<file path="config.mk">
export PLATFORM = sky130hd
export DESIGN_NAME = uart_receiver
export DESIGN_NICKNAME = d
export VERILOG_FILES = /design/src/rtl/uart_receiver.sv
export SDC_FILE = /design/constraint.sdc
export NUM_CORES = 1
export LEC_CHECK = 0
export ABC_AREA = 1
export CAP_MARGIN = 20
export CORE_ASPECT_RATIO = 1.4
export CORE_UTILIZATION = 50
export DETAILED_ROUTE_END_ITERATION = 10
export PLACE_DENSITY = 0.73
export SYNTH_ARGS = -nofsm -noshare
export SYNTH_HDL_FRONTEND = slang
export SYNTH_SLANG_ARGS = --single-unit
</file>
<file path="constraint.sdc">
create_clock -name clk -period 1.35 [get_ports clk]
set_clock_uncertainty 0.1 [all_clocks]
set_input_delay 0.2025 -clock clk [delete_from_list [all_inputs] [get_ports clk]]
set_output_delay 0.2025 -clock clk [all_outputs]
set_load 0.005 [all_outputs]
</file>
<file path="src/rtl/uart_receiver.sv">
// UART receive stage: recovers 8N1/8E1/8O1 frames from an asynchronous rx line
// and presents each byte with a one-cycle valid strobe plus parity/framing flags.
module uart_receiver #(
    parameter int BRCLOCK_CYCLES = 10
) (
    input  logic       clk,
    input  logic       rst,
    input  logic       rx,
    input  logic       pen,
    input  logic       peven,
    output logic [7:0] dout,
    output logic       valid,
    output logic       perr,
    output logic       ferr,
    output logic       busy
);

    localparam int CW   = $clog2(BRCLOCK_CYCLES);
    localparam int HALF = BRCLOCK_CYCLES / 2;
    localparam logic [CW-1:0] HALF_M1 = CW'(HALF - 1);
    localparam logic [CW-1:0] BIT_M1  = CW'(BRCLOCK_CYCLES - 1);

    typedef enum logic [2:0] {
        IDLE   = 3'd0,
        START  = 3'd1,
        DATA   = 3'd2,
        PARITY = 3'd3,
        STOP   = 3'd4
    } state_t;

    state_t        state;
    logic [CW-1:0] cnt;
    logic [2:0]    idx;
    logic [7:0]    shreg;
    logic          rx_meta;
    logic          rx_s;
    logic          rx_d;
    logic          pen_l;
    logic          peven_l;
    logic          par_err;
    logic          stop_bit;
    logic          stop_done;

    // Synchronizer and edge register idle high so reset never looks like a start edge.
    always_ff @(posedge clk or negedge rst) begin
        if (!rst) begin
            rx_meta <= 1'b1;
            rx_s    <= 1'b1;
            rx_d    <= 1'b1;
        end else begin
            rx_meta <= rx;
            rx_s    <= rx_meta;
            rx_d    <= rx_s;
        end
    end

    always_ff @(posedge clk or negedge rst) begin
        if (!rst) begin
            state     <= IDLE;
            cnt       <= '0;
            idx       <= '0;
            shreg     <= '0;
            pen_l     <= 1'b0;
            peven_l   <= 1'b0;
            par_err   <= 1'b0;
            stop_bit  <= 1'b1;
            stop_done <= 1'b0;
            dout      <= '0;
            valid     <= 1'b0;
            perr      <= 1'b0;
            ferr      <= 1'b0;
            busy      <= 1'b0;
        end else begin
            valid <= 1'b0;
            case (state)
                IDLE: begin
                    cnt       <= '0;
                    stop_done <= 1'b0;
                    if (rx_d && !rx_s) begin
                        state <= START;
                        busy  <= 1'b1;
                    end
                end

                START: begin
                    if (cnt == HALF_M1) begin
                        cnt <= '0;
                        if (rx_s) begin
                            state <= IDLE;
                            busy  <= 1'b0;
                        end else begin
                            pen_l   <= pen;
                            peven_l <= peven;
                            idx     <= '0;
                            state   <= DATA;
                        end
                    end else begin
                        cnt <= cnt + 1'b1;
                    end
                end

                DATA: begin
                    if (cnt == BIT_M1) begin
                        cnt        <= '0;
                        shreg[idx] <= rx_s;
                        idx        <= idx + 1'b1;
                        if (idx == 3'd7) begin
                            state <= pen_l ? PARITY : STOP;
                        end
                    end else begin
                        cnt <= cnt + 1'b1;
                    end
                end

                PARITY: begin
                    if (cnt == BIT_M1) begin
                        cnt     <= '0;
                        // Odd parity expects the inverted XOR, hence the ~peven_l term.
                        par_err <= rx_s ^ (^shreg) ^ ~peven_l;
                        state   <= STOP;
                    end else begin
                        cnt <= cnt + 1'b1;
                    end
                end

                STOP: begin
                    if (stop_done) begin
                        dout      <= shreg;
                        perr      <= pen_l & par_err;
                        ferr      <= ~stop_bit;
                        valid     <= 1'b1;
                        busy      <= 1'b0;
                        stop_done <= 1'b0;
                        cnt       <= '0;
                        state     <= IDLE;
                    end else if (cnt == BIT_M1) begin
                        cnt       <= '0;
                        stop_bit  <= rx_s;
                        stop_done <= 1'b1;
                    end else begin
                        cnt <= cnt + 1'b1;
                    end
                end

                default: begin
                    state     <= IDLE;
                    cnt       <= '0;
                    stop_done <= 1'b0;
                    busy      <= 1'b0;
                end
            endcase
        end
    end

endmodule

</file>
; ---- Yosys cells after proc, flatten, opt, wreduce, memory -nomap -nowiden
; Cells that the tools add are included.
; Widths: inputs -> output; s select.
[op_classes]
mux = 30
reduce_logical = 16
add_sub_neg = 2
n_bitwise = 8
n_eq_ne = 15
n_lt_le_gt_ge = 2
[op_table]
columns = cell, n
row1 = $mux 3, 10
row2 = $ne 2x2->1 const B, 8
row3 = $pmux 3 s5, 1
row4 = $mux 4, 3
row5 = $pmux 4 s3, 1
row6 = $mux 1, 9
row7 = $bwmux 8, 1
row8 = $reduce_xor 8->1, 1
row9 = $eq 3x2->1 const B, 2
row10 = $eq 3x3->1 const B, 2
row11 = $pmux 3 s2, 1
row12 = $reduce_and 2->1, 3
row13 = $reduce_and 3->1, 2
row14 = $reduce_and 6->1, 1
row15 = $not 1->1, 5
row16 = $reduce_and 5->1, 1
row17 = $add 4x1->4 const B, 1
row18 = $eq 4x3->1 const B, 1
row19 = $eq 4x4->1 const B, 1
row20 = $lt 3x4->1 const B, 1
row21 = $pmux 1 s4, 1
row22 = $reduce_and 4->1, 1
row23 = $add 3x1->3 const B, 1
row24 = $demux 1 s3, 1
row25 = 12 further kinds, 14
[word_totals]
wordCells = 90
ff_bits = 38
out_inout_bits = 12

; ---- Logic depth before layout (Yosys ltp)
; Gate-level depths: netlist of run 1.
[depth]
ltp_word = 5
mapped_depth = 11

; ---- Worst setup path after synthesis of run 1
; OpenSTA, ideal clock, no wires.
[synth_path]
kind = register to register
start = register cnt[1]
end = register state[1]
setup_time_ns = 0.117
path_slack_ns = -0.122
t_arrival_ns = 1.255
n_path_buf = 0
path_stages_with_launch = 10
required_ns = 1.133
path_cell_list = dfrtp_1 inv_1 ha_1 nand2_1 nor2_2 nor2_1 nor3_2 nand2_1 nand2_1 nand2_1
[synth_between]
elab_chain_cells = 3
word_cells_on_any_way = 6
[synth_rtl]
columns = item, line_no
row1 = from (decl), 32  ; logic [CW-1:0] cnt;
row2 = from (signal assigned), 98  ; cnt <= cnt + 1'b1;
row3 = from (signal assigned), 111  ; cnt <= cnt + 1'b1;
row4 = from (signal assigned), 122  ; cnt <= cnt + 1'b1;
row5 = $eq 4x4->1 / $eq 4x3->1 (equally long branches), "103, 116, 86"
row6 = $ne 2x2->1 (no line), -
row7 = $reduce_and 6->1 (no line) (*), -
row8 = to (signal assigned), 108  ; state <= pen_l ? PARITY : STOP;
row9 = to (decl), 31  ; state_t state;
; Mark *: on every way between the ends. The rest lies on a longest branch, timed or not.
; A chain may end at the register's enable or synchronous reset.

; ---- Final worst setup path of run 1
; Same ends and word-level chain as after synthesis.

==> results of run 1 <==
cells by family (layout without fill, tap and decap cells):
group	after synthesis	count (layout)	synth area share, %
XOR/XNOR	2	2	0.912
flip-flops	38	38	49.7
adder cells (fa/ha/maj)	5	5	3.26
buffers and inverters	31	82	6.58
AND/OR/NAND/NOR	119	119	28.1
AO/OA/AOI/OAI	36	36	11.4
area by class of cell:
class                      instances  area [sq um]
sequential                        38           958
clock inverter                     2          60.1
timing repair buffer              44           389
clock buffer                       6          82.6
inverter                          29           130
timing repair inverter             1          8.76
tap                               42          52.6
multi-input combinational        162          1040
fill                             266           952
what timing repair did:
action | in CTS | in global routing
endpoints found under the setup margin | 34 | 33
hold buffers | 1 | 0
gates resized for setup | 28 | 47
pin swaps | 6 | 7
buffers inserted | 7 | 6
hold endpoints to repair | 36 | 0
gates cloned | 0 | 1
sequential cells by signal (all words and copies together), names as in the netlist, 3 cells and up:
signal,cells
idx,3
shreg,8
cnt,4
dout,8
state,3
worst min path at each step:
stage | startpoint | endpoint | slack [ns] | cells after the start
after floorplan | rst | busy$_DFFE_PN0P_ | -0.19 | 0
after global placement | rst | valid$_DFF_PN0_ | 0.08 | 2
after detailed placement | rst | stop_done$_DFFE_PN0N_ | 0.08 | 2
after CTS | rx | rx_meta$_DFF_PN1_ | 0.22 | 1
after global routing | rx | rx_meta$_DFF_PN1_ | 0.21 | 1
final | rx | rx_meta$_DFF_PN1_ | 0.22 | 1
critical path: cells and delay by family, from the launching register on:
| family | cells | cell delay, ns |
|---|---|---|
| compound gates | 1 | 0.13 |
| flops | 1 | 0.39 |
| buf+inv | 3 | 0.28 |
| simple gates | 5 | 0.45 |
| fa+ha+maj | 1 | 0.13 |
per-layer routing:
layer	global-route usage [%]	up-vias	part of all wire (%)
li1	-	831	-
met1	25.0	784	40
met2	36.9	38	54
met3	5.59	11	3.3
met4	10.8	0	2.8
met5	0	-	0
metrics by stage:
| stage | util (%) | cell area [sq um] | power [mW] | setup WS (ns) | hold WS [ns] |
|---|---|---|---|---|---|
| after floorplan | - | 1940 | 2.22 | -0.0627 | -0.193 |
| after global placement | 61.5 | 2260 | 2.60 | -0.203 | 0.0819 |
| after detailed placement | 61.5 | 2260 | 2.63 | -0.215 | 0.0836 |
| after CTS | 68.2 | 2510 | 4.04 | -0.194 | 0.216 |
| after global routing | 74.1 | 2720 | 4.49 | -0.281 | 0.213 |
| final | 74.1 | 2720 | 4.25 | -0.235 | 0.218 |
where the power goes:
part / switching (mW) / internal, mW / total (mW) / leakage, nW
Sequential: 0.151 / 1.29 / 1.44 / 0.502
Clock: 0.414 / 0.788 / 1.20 / 0.0714
Combinational: 0.922 / 0.681 / 1.60 / 0.834
cell usage after synthesis, drive strengths merged:
cell,instances
ha,5
nor3,2
a31oi,4
nor2,23
dfstp,4
xnor2,1
a21oi,9
xor2,1
nand3,15
nand2,78
inv,29
o21ai,23
nand3b,1
clkbuf,1
buf,1
dfrtp,34
cell usage in the layout, fill, tap and decap left out, types with 3 or more instances in the layout:
| cell | synthesis | routed |
|---|---|---|
| clkdlybuf4s50_1 | 0 | 3 |
| dlygate4sd2_1 | 0 | 12 |
| nand2_1 | 75 | 58 |
| inv_2 | 5 | 5 |
| nor2_4 | 3 | 6 |
| o21ai_2 | 9 | 14 |
| ha_1 | 5 | 4 |
| o21ai_1 | 8 | 6 |
| nand3_1 | 15 | 13 |
| dfrtp_1 | 34 | 32 |
| buf_6 | 1 | 3 |
| nand2_2 | 2 | 8 |
| o21ai_0 | 6 | 3 |
| buf_4 | 0 | 22 |
| a21oi_1 | 9 | 5 |
| dfstp_2 | 4 | 4 |
| nand2_4 | 1 | 12 |
| nor2_1 | 16 | 14 |
| a31oi_1 | 4 | 4 |
| inv_1 | 23 | 21 |
| clkbuf_8 | 0 | 6 |
==> results.md, run 1 <==
* Clock Path Buffers at 2
* Nets at 291
* Rel. slew slack at 78.2%
* TritonCTS clock tree: done
* CP arrival at 1.68 ns
* Layout cells sized above 1 at 36.5%
* Yosys top cell area share at 44.3%
* Final wirelength at 4160 um
* # setup viols final at 34
* CTS clk-pin slew, worst paths at 0.08 ns
* Setup crit start kind: flip-flop
* Total number of H-tree levels at 2
* First-pass GRT wire length at 6260 um
* Core area at 3680 sq um
* Synth Instances at 231
* Synthesized cell area at 1920 sq um
* Crit share post-route at 117%
* Antenna viol nets, final at 0
* Worst skew pair latency at 0.29 ns
* Final min period at 1.58 ns
* Die Y at 75.4 um
* Ant diodes at 0
* FMAX at 631 MHz
* Total track usage at 21.8%
* Reg2Reg Depth at 10
* Max Cap Violations at 0
* Row count at 26
* CP Cell Sequence: inv_2 > ha_4 > nand2_2 > nor2_4 > buf_4 > inv_4 > a21oi_4 > nand2_2 > nand2_1 > nand2_1
* R2r setup slk at -0.23 ns
* Iteration-0 DRC Markers at 47
* Port buffer count at 16
* Worst reg2reg path startpoint: cnt[1]$_DFF_PN0_
* Fin Setup TNS at -3.75 ns
* Drt wl/cell at 12.8 um
* Avg Vias per Cell at 5.14
* Top cells by area, synth: dfrtp_1 44%, nand2_1 15%, dfstp_2 5.5%
* CP Max Fanout at 4
* Power Density at 1560 nW/um^2
* Largest net degree at the start of global routing at 39
* Chip width at 54.4 um
* LEAKAGE at 1.41 nW
* Seq cells post-synth at 38
* Non-Filler Instances at 324
* Fin. max-slew vios at 0
* Detailed-route DRC error count at 0
* Worst Setup SP: cnt[1]$_DFF_PN0_
* RSZ-0062 raised after global routing: true
* P&R area growth vs syn at 41.7%
* Final WS setup at -0.235 ns
* Placed cell count at 302
* DPL Wire Length at 2610 um
* Setup crit end kind: flip-flop
* R2R Path End: state[1]$_DFFE_PN0P_
* Least-Margin Pin Slew at 0.327 ns
* Starting Density at 52.3%
* Clk root buf: clkbuf_8
* Worst VDD drop at 1500 uV
* TritonCTS Buffers at 5
* Final Hold Vio Count at 0
* Slowest-stage cell, CP: dfrtp_1
* Hold Crit Class: in -> reg
* Net Count, Synth at 241
* Crit Path Category: reg -> reg
* Vias in the first global route at 1440
* End of the critical path: state[1]$_DFFE_PN0P_
* Overall via count from detail_route at 1664
* Failing checks: negative setup slack
* Syn avg cell area at 8.32 sq um
* Yosys warnings at 0
* Post-synth cell types at 25
* CP peak stage delay at 0.39 ns
* Iteration count of the initial detailed-routing pass at 5
* Clk sink count at 38
* Initial antenna violation count at 0
* Status: finished with violations
* Post-synth top area cell: dfrtp_1
* Total grt overflow at 0
* IO Count at 17
* Gpl congestion at 0.813
* Die ar. at 4100 sq um
* Sequential fraction of the synthesis area at 49.7%
* Required time of the critical path at 1.44 ns
Power figures use the tool's default switching activity.
==> inputs of run 2 (changes only) <==
--- a/config.mk
+++ b/config.mk
@@ -10,7 +10,7 @@
 export CORE_ASPECT_RATIO = 1.4
 export CORE_UTILIZATION = 50
 export DETAILED_ROUTE_END_ITERATION = 10
-export PLACE_DENSITY = 0.73
+export PLACE_DENSITY = 0.71
 export SYNTH_ARGS = -nofsm -noshare
 export SYNTH_HDL_FRONTEND = slang
 export SYNTH_SLANG_ARGS = --single-unit
==> constraint.sdc (replaced) <==
create_clock -name clk -period 1.8 [get_ports clk]
set_clock_uncertainty 0.1 [all_clocks]
set_input_delay 0.27 -clock clk [delete_from_list [all_inputs] [get_ports clk]]
set_output_delay 0.27 -clock clk [all_outputs]
set_load 0.005 [all_outputs]
==> results.md, run 2 (same netlist as run 1, synthesis figures left out) <==
* Biggest regs: dout x8, shreg x8, cnt x4
* Clk root buf: clkbuf_8
* Pint at 1.53 mW (-45%)
* Most common cell on crit path: nand2_1
* Final Hold Vio Count at 0 (unchanged)
* CP peak stage delay at 0.40 ns (about the same)
* End of the critical path: state[1]$_DFFE_PN0P_
* Fin Setup TNS at 0 ns (+3.75 ns)
* CP Max Fanout at 4 (unchanged)
* Core area at 3680 sq um (unchanged)
* WL met3 at 136 um (-2.2%)
* Row count at 26 (unchanged)
* Die Y at 75.4 um (unchanged)
* Iteration count of the initial detailed-routing pass at 4 (-1)
* Worst VDD drop at 859 uV (-43%)
* Setup crit start kind: flip-flop
* P&R area growth vs syn at 16.3%
* Port buffer count at 16 (unchanged)
* Worst skew pair latency at 0.29 ns (about the same)
* Clock share of power at 24.6% (-3.7 points)
* Register area at 956 sq um (-0.26%)
* Setup crit end kind: flip-flop
* Required time of the critical path at 1.88 ns (+0.44 ns)
* LEAKAGE at 1.12 nW (-20%)
* DPL Wire Length at 2490 um (-4.4%)
* Total grt overflow at 0 (unchanged)
* Iteration-0 DRC Markers at 50 (+6.4%)
* Starting Density at 52.3% (unchanged)
* Ant diodes at 0 (unchanged)
* Worst Setup SP: cnt[1]$_DFF_PN0_
* Worst reg2reg path startpoint: cnt[1]$_DFF_PN0_
* Metal-1 WL at 1480 um (-12%)
* Nets at 265 (-8.9%)
* RSZ-0062 raised after global routing: false
* WP buf/inv at 2 (-1)
* Antenna viol nets, final at 0 (unchanged)
* Net switching fraction of the power at 36.3% (+1.3 points)
* Most common cell after layout, fill and taps aside: nand2_1
* Clock Path Buffers at 2 (unchanged)
* Die ar. at 4100 sq um (unchanged)
* Fin. max-slew vios at 0 (unchanged)
* TritonCTS Buffers at 5 (unchanged)
* Detailed-route DRC error count at 0 (unchanged)
* Total track usage at 20.0% (-1.9 points)
* IO Count at 17 (unchanged)
* Crit share post-route at 88.0% (-29 points)
* Max Cap Violations at 0 (unchanged)
* Family with the most delay on the worst path: simple AND/OR/NAND/NOR gates
* Reg2Reg Depth at 9 (-1)
* Layout cells sized above 1 at 16.0% (-21 points)
* Final min period at 1.58 ns (-0.00105 ns)
* Avg Vias per Cell at 5.06 (-1.5%)
* Vias in the first global route at 1395 (-3.1%)
* Largest net degree at the start of global routing at 39 (unchanged)
* Total number of H-tree levels at 2 (unchanged)
* FMAX at 632 MHz (about the same)
* R2r setup slk at 0.22 ns (+0.45 ns)
* Fin util at 60.8% (-13 points)
* # setup viols final at 0 (-100%)
* R2R Path End: state[1]$_DFFE_PN0P_
* Clk sink count at 38 (unchanged)
* Drt wl/cell at 11.5 um (-10%)
* Levels on crit path at 9 (-1)
* CTS clk-pin slew, worst paths at 0.07 ns (about the same)
* Fillers at 319 (+20%)
* CP Cell Sequence: inv_1 > ha_1 > nand2_1 > nor2_4 > inv_1 > a21oi_1 > nand2_1 > nand2_1 > nand2_1
* Final wirelength at 3430 um (-17%)
* Least-Margin Pin Slew at 0.478 ns (+0.150 ns)
* Overall via count from detail_route at 1508 (-9.4%)
* Switching pwr at 0.873 mW (-41%)
* Multi-input gate area at 845 sq um (-19%)
* Chip width at 54.4 um (unchanged)
* Rel. slew slack at 68.1% (-10 points)
* Routed wl met2 at 1760 um (-21%)
* Slowest-stage cell, CP: dfrtp_1
* Most frequent cells in the layout: 75 x nand2_1, 34 x dfrtp_1, 23 x inv_1
* Status: complete, no violations
* Gpl congestion at 0.905 (+11%)
* Reg power frac at 44.9% (+11 points)
* First-pass GRT wire length at 5770 um (-7.8%)
* TritonCTS clock tree: done
* Comb pwr share at 30.6% (-7.1 points)
* Top Layer Used: met4
* Power Density at 1080 nW/um^2 (-31%)
* Crit Path Category: reg -> reg
* CP arrival at 1.67 ns (about the same)
* Initial antenna violation count at 0 (unchanged)
* Hold Crit Class: reg -> reg
==> run 2: changes by cell type in the layout (fill, tap and decap cells not counted), sizes merged <==
cell | previous run | this run
buf | 28 | 3
bufinv | 2 | 0
clkbuf | 6 | 7
clkdlybuf4s50 | 3 | 15
clkinv | 0 | 1
dlygate4sd2 | 12 | 0
inv | 30 | 29
==> run 2: worst min path at each step <==
| stage | start | to | slack, ns | cells past startpoint |
|---|---|---|---|---|
| 2_1_floorplan | rst | busy$_DFFE_PN0P_ | -0.13 | 0 |
| 3_3_place_gp | rst | perr$_DFFE_PN0P_ | 0.25 | 2 |
| 3_5_place_dp | rst | perr$_DFFE_PN0P_ | 0.25 | 2 |
| 4_1_cts | rx_meta$_DFF_PN1_ | rx_s$_DFF_PN1_ | 0.26 | 0 |
| 5_1_grt | rx_meta$_DFF_PN1_ | rx_s$_DFF_PN1_ | 0.26 | 0 |
| 6_report | rx_meta$_DFF_PN1_ | rx_s$_DFF_PN1_ | 0.26 | 0 |
==> run 2: final cells by class <==
cell class              count  share of cell area, %
well taps                  42                   2.35
flip-flops and latches     38                   42.8
inverters                  29                   4.98
repair buffers             19                   8.06
clock buffers               7                   3.86
clock inverters             1                  0.224
multi-input cells         162                   37.8
==> run 2: power groups by stage <==
| stage | combinational [mW] | clock, mW | sequential, mW |
|---|---|---|---|
| 4_1_cts | 0.740 | 0.611 | 1.08 |
| 2_1_floorplan | 0.564 | 0 | 1.07 |
| 5_1_grt | 0.856 | 0.646 | 1.10 |
| 6_report | 0.735 | 0.591 | 1.08 |
| 3_5_place_dp | 0.730 | 0 | 1.09 |
| 3_3_place_gp | 0.724 | 0 | 1.09 |
==> run 2: timing repair <==
action,4_1_cts,5_1_grt
setup buffers,0,0
endpoints found under the setup margin,0,1
hold endpoints to repair,34,0
resized for setup,0,1
hold buffers,1,0
==> run 2: metrics by stage <==
stage / setup slack [ns] / total power [mW] / cells / hold WS, ns / cell area [sq um]
global route: 0.0530 / 2.60 / 298 / 0.259 / 2240
floorplan: 0.328 / 1.64 / 231 / -0.126 / 1920
finish: 0.217 / 2.40 / 298 / 0.257 / 2240
CTS: 0.162 / 2.43 / 298 / 0.258 / 2230
detailed placement: 0.183 / 1.82 / 289 / 0.248 / 2130
global placement: 0.242 / 1.81 / 289 / 0.246 / 2130
==> run 2: worst reg2reg max path: stages (launching register included) <==
cell and delay [ns]:
dfrtp_1 0.40, inv_1 0.08, ha_1 0.13, nand2_1 0.08, nor2_4 0.16, inv_1 0.11, a21oi_1 0.19, nand2_1 0.12
nand2_1 0.07, nand2_1 0.04
==> run 2: per-layer routing <==
| layer | track usage [%] | up-vias |
|---|---|---|
| met4 | 6.84 | 0 |
| met2 | 35.1 | 32 |
| li1 | - | 781 |
| met3 | 5.99 | 7 |
| met1 | 22.4 | 688 |
| met5 | 0 | - |
==> inputs of run 3 (changes only) <==
--- a/config.mk
+++ b/config.mk
@@ -8,9 +8,8 @@
 export ABC_AREA = 1
 export CAP_MARGIN = 20
 export CORE_ASPECT_RATIO = 1.4
-export CORE_UTILIZATION = 50
+export CORE_UTILIZATION = 32
 export DETAILED_ROUTE_END_ITERATION = 10
-export PLACE_DENSITY = 0.71
 export SYNTH_ARGS = -nofsm -noshare
 export SYNTH_HDL_FRONTEND = slang
 export SYNTH_SLANG_ARGS = --single-unit
==> results.md, run 3 (same netlist as run 1, synthesis figures left out) <==
* Hold Crit Class: reg -> reg
* Reg2Reg Depth at 7 (-2)
* Clk root buf: clkbuf_8
* Vias in the first global route at 1408 (+0.93%)
* Multi-input gate area at 845 sq um (unchanged)
* IO Count at 17 (unchanged)
* CP peak stage delay at 0.40 ns (about the same)
* Fin Setup TNS at 0 ns (unchanged)
* FMAX at 632 MHz (+0.15%)
* Max Cap Violations at 0 (unchanged)
* Iteration count of the initial detailed-routing pass at 4 (unchanged)
* Overall via count from detail_route at 1495 (-0.86%)
* Net switching fraction of the power at 37.2% (+0.92 points)
* Iteration-0 DRC Markers at 72 (+44%)
* CP Max Fanout at 4 (unchanged)
* Status: complete, no violations
* Core area at 5820 sq um (+58%)
* Finished Cell Area at 2280 sq um (+2.1%)
* Gpl congestion at 0.929 (+2.6%)
* Port buffer count at 16 (unchanged)
* Setup crit end kind: flip-flop
* RSZ-0062 raised after global routing: false
* Final min period at 1.58 ns (-0.00236 ns)
* Die Y at 93.7 um (+24%)
* TritonCTS clock tree: done
* CTS clk-pin slew, worst paths at 0.07 ns (about the same)
* Power Density at 1070 nW/um^2 (-0.36%)
* Biggest regs: dout x8, shreg x8, cnt x4
* Worst hold slack at 0.260 ns (+0.00215 ns)
* Fin util at 39.2% (-22 points)
* Min-Delay Endpoint: rx_s$_DFF_PN1_
* Chip width at 67.5 um (+24%)
* Row count at 33 (+27%)
* CP arrival at 1.65 ns (-0.02 ns)
* Most common cell on crit path: inv_1
* Worst VDD drop at 416 uV (-52%)
* Fin. max-slew vios at 0 (unchanged)
* Hold Crit Depth at 0 (unchanged)
* First-pass GRT wire length at 6290 um (+9.0%)
* Ant diodes at 0 (unchanged)
* Final Hold Vio Count at 0 (unchanged)
* Slowest-stage cell, CP: dfrtp_1
* Clock share of power at 25.0% (+0.4 points)
* DPL Wire Length at 2720 um (+9.2%)
* Clock Path Buffers at 2 (unchanged)
* Drt wl/cell at 11.1 um (-3.8%)
* R2R Path End: cnt[1]$_DFF_PN0_
* Setup crit start kind: flip-flop
* Hold_sp: rx_meta$_DFF_PN1_
* Family with the most delay on the worst path: flip-flops
* Layout cells sized above 1 at 16.0% (unchanged)
* Worst skew pair latency at 0.29 ns (about the same)
* Least-Margin Pin Slew at 0.442 ns (-0.0356 ns)
* Pint at 1.54 mW (+0.29%)
* WP buf/inv at 2 (unchanged)
* Antenna viol nets, final at 0 (unchanged)
* Comb pwr share at 30.7% (about the same)
* Crit share post-route at 87.8% (-0.13 points)
* Rel. slew slack at 70.5% (+2.4 points)
* Crit Path Category: reg -> reg
* CP Cell Sequence: inv_1 > ha_1 > nand2_1 > nor2_4 > inv_1 > a21oi_1 > nor2_1
* Total track usage at 13.5% (-6.5 points)
* Total grt overflow at 0 (unchanged)
* Clk sink count at 38 (unchanged)
* Most frequent cells in the layout: 75 x nand2_1, 34 x dfrtp_1, 23 x inv_1
* Nets at 265 (unchanged)
* Avg Vias per Cell at 4.59 (-9.4%)
* Detailed-route DRC error count at 0 (unchanged)
* Largest net degree at the start of global routing at 21 (-46%)
* Cell Area, Placed at 2180 sq um (+2.2%)
* Worst reg2reg path startpoint: cnt[1]$_DFF_PN0_
* Total number of H-tree levels at 2 (unchanged)
* Register area at 956 sq um (unchanged)
* Starting Density at 33.0% (-19 points)
* Most common cell after layout, fill and taps aside: nand2_1
* P&R area growth vs syn at 18.8%
* Required time of the critical path at 1.87 ns (about the same)
* Fillers at 585 (+83%)
* Switching pwr at 0.911 mW (+4.3%)
* LEAKAGE at 1.12 nW (+0.47%)
* Initial antenna violation count at 0 (unchanged)
* TritonCTS Buffers at 5 (unchanged)
* Total Power at 2.45 mW (+1.8%)
* Die ar. at 6320 sq um (+54%)
* Reg power frac at 44.3% (-0.6 points)
* # setup viols final at 0 (unchanged)
* R2r setup slk at 0.22 ns (about the same)
* Final wirelength at 3620 um (+5.3%)
## run 3: cell counts in the layout (fill, tap and decap cells not counted)
Identical to the previous run, type by type.
## run 3: per-layer routing
| metal | share of wire [%] | global-route usage (%) | vias up |
|---|---|---|---|
| li1 | - | - | 775 |
| met1 | 45 | 15.1 | 692 |
| met2 | 50 | 22.9 | 23 |
| met3 | 2.6 | 2.91 | 5 |
| met4 | 2.3 | 7.45 | 0 |
| met5 | 0 | 0 | - |
## run 3: cell type report
type / count / area share, %
flip-flops and latches: 38 / 41.9
multi-input cells: 162 / 37.0
repair buffers: 19 / 8.44
inverters: 29 / 4.88
well taps: 70 / 3.84
clock buffers: 7 / 3.78
clock inverters: 1 / 0.219
## run 3: power groups by stage
stage	sequential (mW)	clock, mW	combinational [mW]
floorplan	1.07	0	0.564
global placement	1.09	0	0.752
detailed placement	1.10	0	0.761
CTS	1.08	0.637	0.765
global route	1.10	0.676	0.864
finish	1.08	0.611	0.752
## run 3: how the worst max path moves through the flow
stage | from | end | slack [ns] | cells past startpoint
3_5_place_dp | cnt[1]$_DFF_PN0_ | cnt[1]$_DFF_PN0_ | 0.14 | 7
5_1_grt | cnt[1]$_DFF_PN0_ | state[0]$_DFFE_PN0P_ | 0.05 | 8
3_3_place_gp | cnt[1]$_DFF_PN0_ | cnt[0]$_DFF_PN0_ | 0.19 | 7
2_1_floorplan | cnt[1]$_DFF_PN0_ | state[1]$_DFFE_PN0P_ | 0.33 | 9
6_report | cnt[1]$_DFF_PN0_ | cnt[1]$_DFF_PN0_ | 0.22 | 7
4_1_cts | cnt[1]$_DFF_PN0_ | cnt[1]$_DFF_PN0_ | 0.13 | 7
## run 3: per-stage QoR
stage          worst slack [ns]  std cells
3_3_place_gp              0.188        317
2_1_floorplan             0.328        231
4_1_cts                   0.126        326
3_5_place_dp              0.136        317
6_report                  0.219        326
5_1_grt                  0.0528        326
## run 3: worst register-to-register path, stage by stage, from the launching register on
cell     delay (ns)
dfrtp_1        0.40
inv_1          0.08
ha_1           0.14
nand2_1        0.08
nor2_4         0.15
inv_1          0.10
a21oi_1        0.33
nor2_1         0.08
## run 3: timing repair
action                                  in CTS  in global routing
hold endpoints to repair                    14                  0
gates resized for setup                      0                  1
setup buffers                                0                  0
endpoints found under the setup margin       0                  2
hold buffers                                 1                  0
